<file path="src/rtl/eeg_feature_if.sv">
// Feature extractor stream/result bundle.
// Master drives samples and ready; slave returns the feature set.
interface eeg_feature_if #(
    parameter int DATA_W = 32
);
    logic                       in_valid;
    logic signed [DATA_W-1:0]   in_signal;
    logic                       feat_valid;
    logic                       feat_ready;
    logic [DATA_W-1:0]          feat_mav;
    logic [2*DATA_W-1:0]        feat_energy;
    logic [15:0]                feat_zc;

    modport master (
        output in_valid, in_signal, feat_ready,
        input  feat_valid, feat_mav, feat_energy, feat_zc
    );

    modport slave (
        input  in_valid, in_signal, feat_ready,
        output feat_valid, feat_mav, feat_energy, feat_zc
    );
endinterface

</file>
<file path="src/rtl/eeg_feature_extractor.sv">
// Windowed MAV / energy / zero-crossing extractor with 1-deep result buffer.
// Define FEAT_ZERO_CROSS_EN to build the zero-crossing counter.
module eeg_feature_extractor #(
    parameter int DATA_W   = 32,
    parameter int WIN_LOG2 = 8
) (
    input  logic         clk,
    input  logic         rst,
    input  logic         enable,
    eeg_feature_if.slave bus,
    output logic         overrun
);
    localparam int AW = DATA_W + WIN_LOG2;
    localparam int SW = 2 * DATA_W + WIN_LOG2;

    typedef enum logic {IDLE, RUN} state_t;
    state_t state;

    logic [DATA_W-1:0]   x_abs;
    logic [2*DATA_W-1:0] x_sq;
    logic                s1_valid;
    logic [DATA_W-1:0]   s1_abs;
    logic [2*DATA_W-1:0] s1_sq;
    logic [AW-1:0]       acc_abs, nxt_abs;
    logic [SW-1:0]       acc_sq, nxt_sq;
    logic [WIN_LOG2-1:0] cnt;
    logic                done;
    logic [DATA_W-1:0]   res_mav;
    logic [2*DATA_W-1:0] res_energy;
    logic                feat_valid_q;
    logic [DATA_W-1:0]   mav_q;
    logic [2*DATA_W-1:0] energy_q;
    logic                run, accept, absorb, wrap, load;

    // Magnitude is unsigned so the most negative sample stays exact.
    always_comb begin
        x_abs = bus.in_signal[DATA_W-1] ? (~bus.in_signal + 1'b1)
                                        : bus.in_signal;
        x_sq    = {{DATA_W{1'b0}}, x_abs} * {{DATA_W{1'b0}}, x_abs};
        nxt_abs = acc_abs + AW'(s1_abs);
        nxt_sq  = acc_sq + SW'(s1_sq);
        run     = (state == RUN) && enable;
        accept  = run && bus.in_valid;
        absorb  = run && s1_valid;
        wrap    = absorb && (cnt == '1);
        load    = done && (!feat_valid_q || bus.feat_ready);
    end

    always_ff @(posedge clk or posedge rst) begin
        if (rst) begin
            state        <= IDLE;
            s1_valid     <= 1'b0;
            s1_abs       <= '0;
            s1_sq        <= '0;
            acc_abs      <= '0;
            acc_sq       <= '0;
            cnt          <= '0;
            done         <= 1'b0;
            res_mav      <= '0;
            res_energy   <= '0;
            feat_valid_q <= 1'b0;
            mav_q        <= '0;
            energy_q     <= '0;
            overrun      <= 1'b0;
        end else begin
            unique case (state)
                IDLE: if (enable) state <= RUN;
                RUN:  if (!enable) state <= IDLE;
            endcase
            done <= wrap;
            if (!run) begin
                s1_valid <= 1'b0;
                acc_abs  <= '0;
                acc_sq   <= '0;
                cnt      <= '0;
            end else begin
                s1_valid <= bus.in_valid;
                if (accept) begin
                    s1_abs <= x_abs;
                    s1_sq  <= x_sq;
                end
                if (absorb) begin
                    cnt     <= cnt + 1'b1;
                    acc_abs <= wrap ? '0 : nxt_abs;
                    acc_sq  <= wrap ? '0 : nxt_sq;
                end
            end
            if (wrap) begin
                res_mav    <= nxt_abs[AW-1:WIN_LOG2];
                res_energy <= nxt_sq[SW-1:WIN_LOG2];
            end
            // A completed window only lands if the buffer frees this edge.
            if (load) begin
                feat_valid_q <= 1'b1;
                mav_q        <= res_mav;
                energy_q     <= res_energy;
            end else if (bus.feat_ready) begin
                feat_valid_q <= 1'b0;
            end
            if (done && !load) overrun <= 1'b1;
        end
    end

`ifdef FEAT_ZERO_CROSS_EN
    logic        prev_sign, prev_ok, s1_cross;
    logic [15:0] acc_zc, nxt_zc, res_zc, zc_q;

    always_comb begin
        nxt_zc = (s1_cross && acc_zc != 16'hFFFF) ? acc_zc + 16'd1 : acc_zc;
    end

    // Previous sign persists across windows, cleared only by leaving RUN.
    always_ff @(posedge clk or posedge rst) begin
        if (rst) begin
            prev_sign <= 1'b0;
            prev_ok   <= 1'b0;
            s1_cross  <= 1'b0;
            acc_zc    <= '0;
            res_zc    <= '0;
            zc_q      <= '0;
        end else begin
            if (!run) begin
                prev_ok  <= 1'b0;
                s1_cross <= 1'b0;
                acc_zc   <= '0;
            end else begin
                if (accept) begin
                    s1_cross  <= prev_ok &&
                                 (bus.in_signal[DATA_W-1] != prev_sign);
                    prev_sign <= bus.in_signal[DATA_W-1];
                    prev_ok   <= 1'b1;
                end
                if (absorb) acc_zc <= wrap ? '0 : nxt_zc;
            end
            if (wrap) res_zc <= nxt_zc;
            if (load) zc_q <= res_zc;
        end
    end

    assign bus.feat_zc = zc_q;
`else
    assign bus.feat_zc = '0;
`endif

    assign bus.feat_valid  = feat_valid_q;
    assign bus.feat_mav    = mav_q;
    assign bus.feat_energy = energy_q;
endmodule

</file>
<file path="src/flat_wrapper.sv">
// flat-port wrapper written by rule: the top's interface ports become plain ports
module eeg_feature_extractor_flat 
#(
    parameter int DATA_W   = 32,
    parameter int WIN_LOG2 = 8
)
  (clk, rst, enable, overrun, bus_in_valid, bus_in_signal, bus_feat_ready, bus_feat_valid, bus_feat_mav, bus_feat_energy, bus_feat_zc);
  eeg_feature_if #(.DATA_W(DATA_W)) bus_i ();
  input  logic clk;
  input  logic rst;
  input  logic enable;
  output logic overrun;
  input wire logic [$bits(bus_i.in_valid)-1:0] bus_in_valid;
  input wire logic [$bits(bus_i.in_signal)-1:0] bus_in_signal;
  input wire logic [$bits(bus_i.feat_ready)-1:0] bus_feat_ready;
  output wire logic [$bits(bus_i.feat_valid)-1:0] bus_feat_valid;
  output wire logic [$bits(bus_i.feat_mav)-1:0] bus_feat_mav;
  output wire logic [$bits(bus_i.feat_energy)-1:0] bus_feat_energy;
  output wire logic [$bits(bus_i.feat_zc)-1:0] bus_feat_zc;
  assign bus_i.in_valid = bus_in_valid;
  assign bus_i.in_signal = bus_in_signal;
  assign bus_i.feat_ready = bus_feat_ready;
  assign bus_feat_valid = bus_i.feat_valid;
  assign bus_feat_mav = bus_i.feat_mav;
  assign bus_feat_energy = bus_i.feat_energy;
  assign bus_feat_zc = bus_i.feat_zc;
  eeg_feature_extractor #(.DATA_W(DATA_W), .WIN_LOG2(WIN_LOG2)) u_core (.clk(clk), .rst(rst), .enable(enable), .bus(bus_i), .overrun(overrun));
endmodule
</file>
<file path="config.mk">
export PLATFORM = sky130hd
export DESIGN_NAME = eeg_feature_extractor_flat
export DESIGN_NICKNAME = d
export VERILOG_FILES = /design/src/rtl/eeg_feature_if.sv /design/src/rtl/eeg_feature_extractor.sv /design/src/flat_wrapper.sv
export SDC_FILE = /design/constraint.sdc
export NUM_CORES = 2
export LEC_CHECK = 0
export CAP_MARGIN = 20
export CORE_ASPECT_RATIO = 1.75
export CORE_MARGIN = 3
export CORE_UTILIZATION = 39
export DETAILED_ROUTE_END_ITERATION = 8
export PLACE_DENSITY_LB_ADDON = 0.25
export SETUP_SLACK_MARGIN = 0.05
export SYNTH_ARGS = -nofsm -noshare
export SYNTH_HDL_FRONTEND = slang
export SYNTH_SLANG_ARGS = --single-unit
</file>
<file path="constraint.sdc">
create_clock -name clk -period 48 [get_ports clk]
set_input_delay 12 -clock clk [delete_from_list [all_inputs] [get_ports clk]]
set_output_delay 12 -clock clk [all_outputs]
set_load 0.05 [all_outputs]
</file>
==> results.cfg <==
[synthesis]
syn_avg_cell_area_sq_um = 9.46
ys_ff_latch = 411
ys_async_sr_fraction_pct = 100
syn_inst = 5285
ys_warn_count = 0
synth-main-ff-cell = dfrtp_1
syn_area_sq_um = 50000
ys_types = 82
synth-edff-count = 0
synth-seq-area-share_pct = 20.6

[global_route]
grt_max_degree = 103
first_global_vias = 41000
grt_pass1_wl_mm = 236
track_usage_pct = 23.1
grt_antenna_before_repair = 6
grt-ovfl-total = 0

[sta]
slew_violations = 0
period_minus_slack_ps = 23560
worstMarginPinSlew_ps = 1060
finalHoldViolations = 0
relSlewSlack_pct = 27.4
max_freq_ghz = 0.0424
setup_viol = 0
timing.final.crit_share_pct = 49.1
clock_skew_ps = 33.8
rsz0062_at_grt = no
setup_tns_ps = 0

[clock_network]
cts_resized = 0
root_buffer = clkbuf_16
cts_num_sinks = 411
cts_tree = done
clkLatencyLatePin_ps = 590
cts_hold_buf = 0
clock_path_buffers = 3
cts_max_level = 2
post-cts-setup-buffer-count = 0
cts_buffers = 37
clkSlewWorstSetupHoldPaths_ps = 70

[die]
core.rowCount = 173
core_sq_um = 127000
die-area_sq_um = 133000
dieHeight_um = 480
die_w_um = 277
start_util_pct = 39.3
io_pins = 151

[worst_setup_path]
slowest_delay_ps = 880
endpoint_kind = flip-flop
critPathRequiredTime_ps = 48480
r2r_setup_slack_ps = 43810
crit_type = in -> reg
r2r-start = u_core.s1_sq[12]$_DFFE_PP0P_
rr_endpoint = u_core.res_energy[62]$_DFFE_PP0P_
reg2reg_depth = 11
path_buf_inv = 7
critPathTopFamily = adder cells
path_max_fanout = 18
start_kind = input port
cp_slowest_cell = nor4_1
crit_top_cell = fa_1
cp.arrival_ps = 24040

[drt]
viasPerCell = 5.30
ant_nets = 0
drc = 0
wire_per_inst_um = 21.8
drt_wl_total_mm = 153
drt_pass1_iterations = 6
dr_total_vias = 37200
drt_iter0_drc = 2183

[min_path]
holdPathStages = 2
min-delay-start = u_core.res_mav[16]$_DFFE_PP0P_
min_to = u_core.res_mav[16]$_DFFE_PP0P_
hold_class = reg -> reg

[placement]
gp_routability_congestion = 0.951
io_buffers = 134
dpl_cell_area_sq_um = 53400
dpl.hpwl_mm = 121

[cells_and_area]
post-route-cell-area_sq_um = 54600
drive_above_1_share_pct = 5.93
areaGrowthSynthToFinish_pct = 9.18
fillerInstances = 12500
nets = 6551

[flow_run]
drv_cap = 0

[outcome]
status = finished clean
[layout make-up]
class	instances	area (sq um)	area share (%)
antenna	2	5.00	0.00917
timing repair buffer	203	1860	3.40
tap	1662	2080	3.81
clock inverter	17	154	0.282
multi-input combinational	3652	35200	64.6
sequential	411	10300	18.9
inverter	1034	3890	7.13
clock buffer	48	1040	1.90
[stage by stage]
step | hold slack [ps] | util (%) | instances | setup slack, ps
after detailed placement | 459 | 42.0 | 6962 | 24000
after global placement | 457 | 42.0 | 6961 | 23810
after floorplan | 439 | - | 5325 | 24560
final | 465 | 42.9 | 7029 | 24440
after global routing | 493 | 42.9 | 7028 | 23880
after CTS | 477 | 42.9 | 7027 | 24600
[registers in the layout (all words and copies together) (netlist names)]
name / count
u_core.done: 1
u_core.state: 1
u_core.acc_sq: 72
u_core.res_mav: 32
u_core.bus.feat_energy: 64
u_core.acc_abs: 40
u_core.bus.feat_valid: 1
u_core.res_energy: 64
u_core.overrun: 1
u_core.s1_abs: 31
u_core.cnt: 8
u_core.s1_sq: 63
u_core.bus.feat_mav: 32
u_core.s1_valid: 1
[how the worst max path moves through the flow]
stage,start,endpoint,depth (start not counted)
6_report,bus_in_signal[6],u_core.s1_sq[60]$_DFFE_PP0P_,34
4_1_cts,bus_in_signal[6],u_core.s1_sq[60]$_DFFE_PP0P_,34
5_1_grt,bus_in_signal[6],u_core.s1_sq[60]$_DFFE_PP0P_,34
2_1_floorplan,rst,u_core.acc_abs[0]$_DFFE_PP0P_,1
3_5_place_dp,bus_in_signal[6],u_core.s1_sq[60]$_DFFE_PP0P_,34
3_3_place_gp,bus_in_signal[6],u_core.s1_sq[60]$_DFFE_PP0P_,31
[cells in the final DEF, fill, tap and decap left out, drive strengths merged, types with 34 or more instances in the layout]
master | Yosys | final
nor2 | 366 | 366
o21bai | 41 | 41
inv | 1027 | 1033
o21ai | 209 | 209
dfrtp | 411 | 411
clkbuf | 180 | 48
ha | 379 | 379
nand2 | 636 | 636
a21oi | 181 | 181
mux2 | 122 | 122
a31oi | 39 | 39
buf | 48 | 69
xor2 | 88 | 88
a21o | 114 | 114
fa | 796 | 796
clkdlybuf4s50 | 0 | 134
a22o | 81 | 81
nand4 | 34 | 34
nand3 | 71 | 71
conb | 2 | 42
xnor2 | 117 | 117
[kinds of logic after synthesis]
kind of cell | share of synthesized area (%)
AND/OR/NAND/NOR | 11.0
buffers and inverters | 9.67
adder cells (fa/ha/maj) | 41.4
AO/OA/AOI/OAI | 11.0
flip-flops | 20.6
XOR/XNOR | 3.62
multiplexers | 2.81
other | 0.0150
[routing by layer]
metal / track usage, % / part of all wire [%] / vias to the layer above
met4: 13.3 / 6.8 / 8
met2: 43.3 / 52 / 1107
met5: 0 / 0.036 / -
met1: 25.1 / 36 / 18800
met3: 2.60 / 4.6 / 469
li1: - / - / 16800
[worst reg2reg max path: stages (launching register included)]
cell	delay, ps
dfrtp_1	410
ha_1	420
nand2_1	150
nor4_1	490
nand3_1	220
o211ai_1	280
o211ai_1	330
a211oi_1	590
o21ai_1	210
and3_1	320
or4_1	500
a31oi_1	170
[synthesized netlist by cell type, types with 8 or more instances]
cell / number / area, sq um
a22o_1: 81 / 709
clkbuf_1: 180 / 676
buf_4: 17 / 128
buf_1: 22 / 82.6
a31oi_1: 39 / 244
inv_1: 1022 / 3840
nand4_1: 34 / 213
a21o_1: 114 / 856
a31o_2: 8 / 70.1
or4_1: 11 / 82.6
nor2_1: 365 / 1370
a21oi_1: 181 / 906
and3_1: 33 / 206
nand2b_1: 14 / 87.6
o21a_1: 12 / 90.1
dfrtp_1: 411 / 10300
o31ai_1: 19 / 143
a211o_1: 10 / 87.6
o21bai_1: 41 / 308
mux2_2: 122 / 1370
o21ai_0: 204 / 1020
a211oi_1: 22 / 165
or2_2: 9 / 56.3
fa_1: 796 / 15900
xor2_1: 86 / 753
or3_1: 13 / 81.3
o211ai_1: 17 / 128
nand3_1: 71 / 355
a21boi_0: 8 / 60.1
nor3_1: 28 / 140
nand2_1: 636 / 2390
ha_1: 379 / 4740
xnor2_1: 117 / 1020
and2_1: 16 / 100
Power is not shown: default switching activity piles up to over one toggle a cycle in this logic, so the estimate is an artifact.
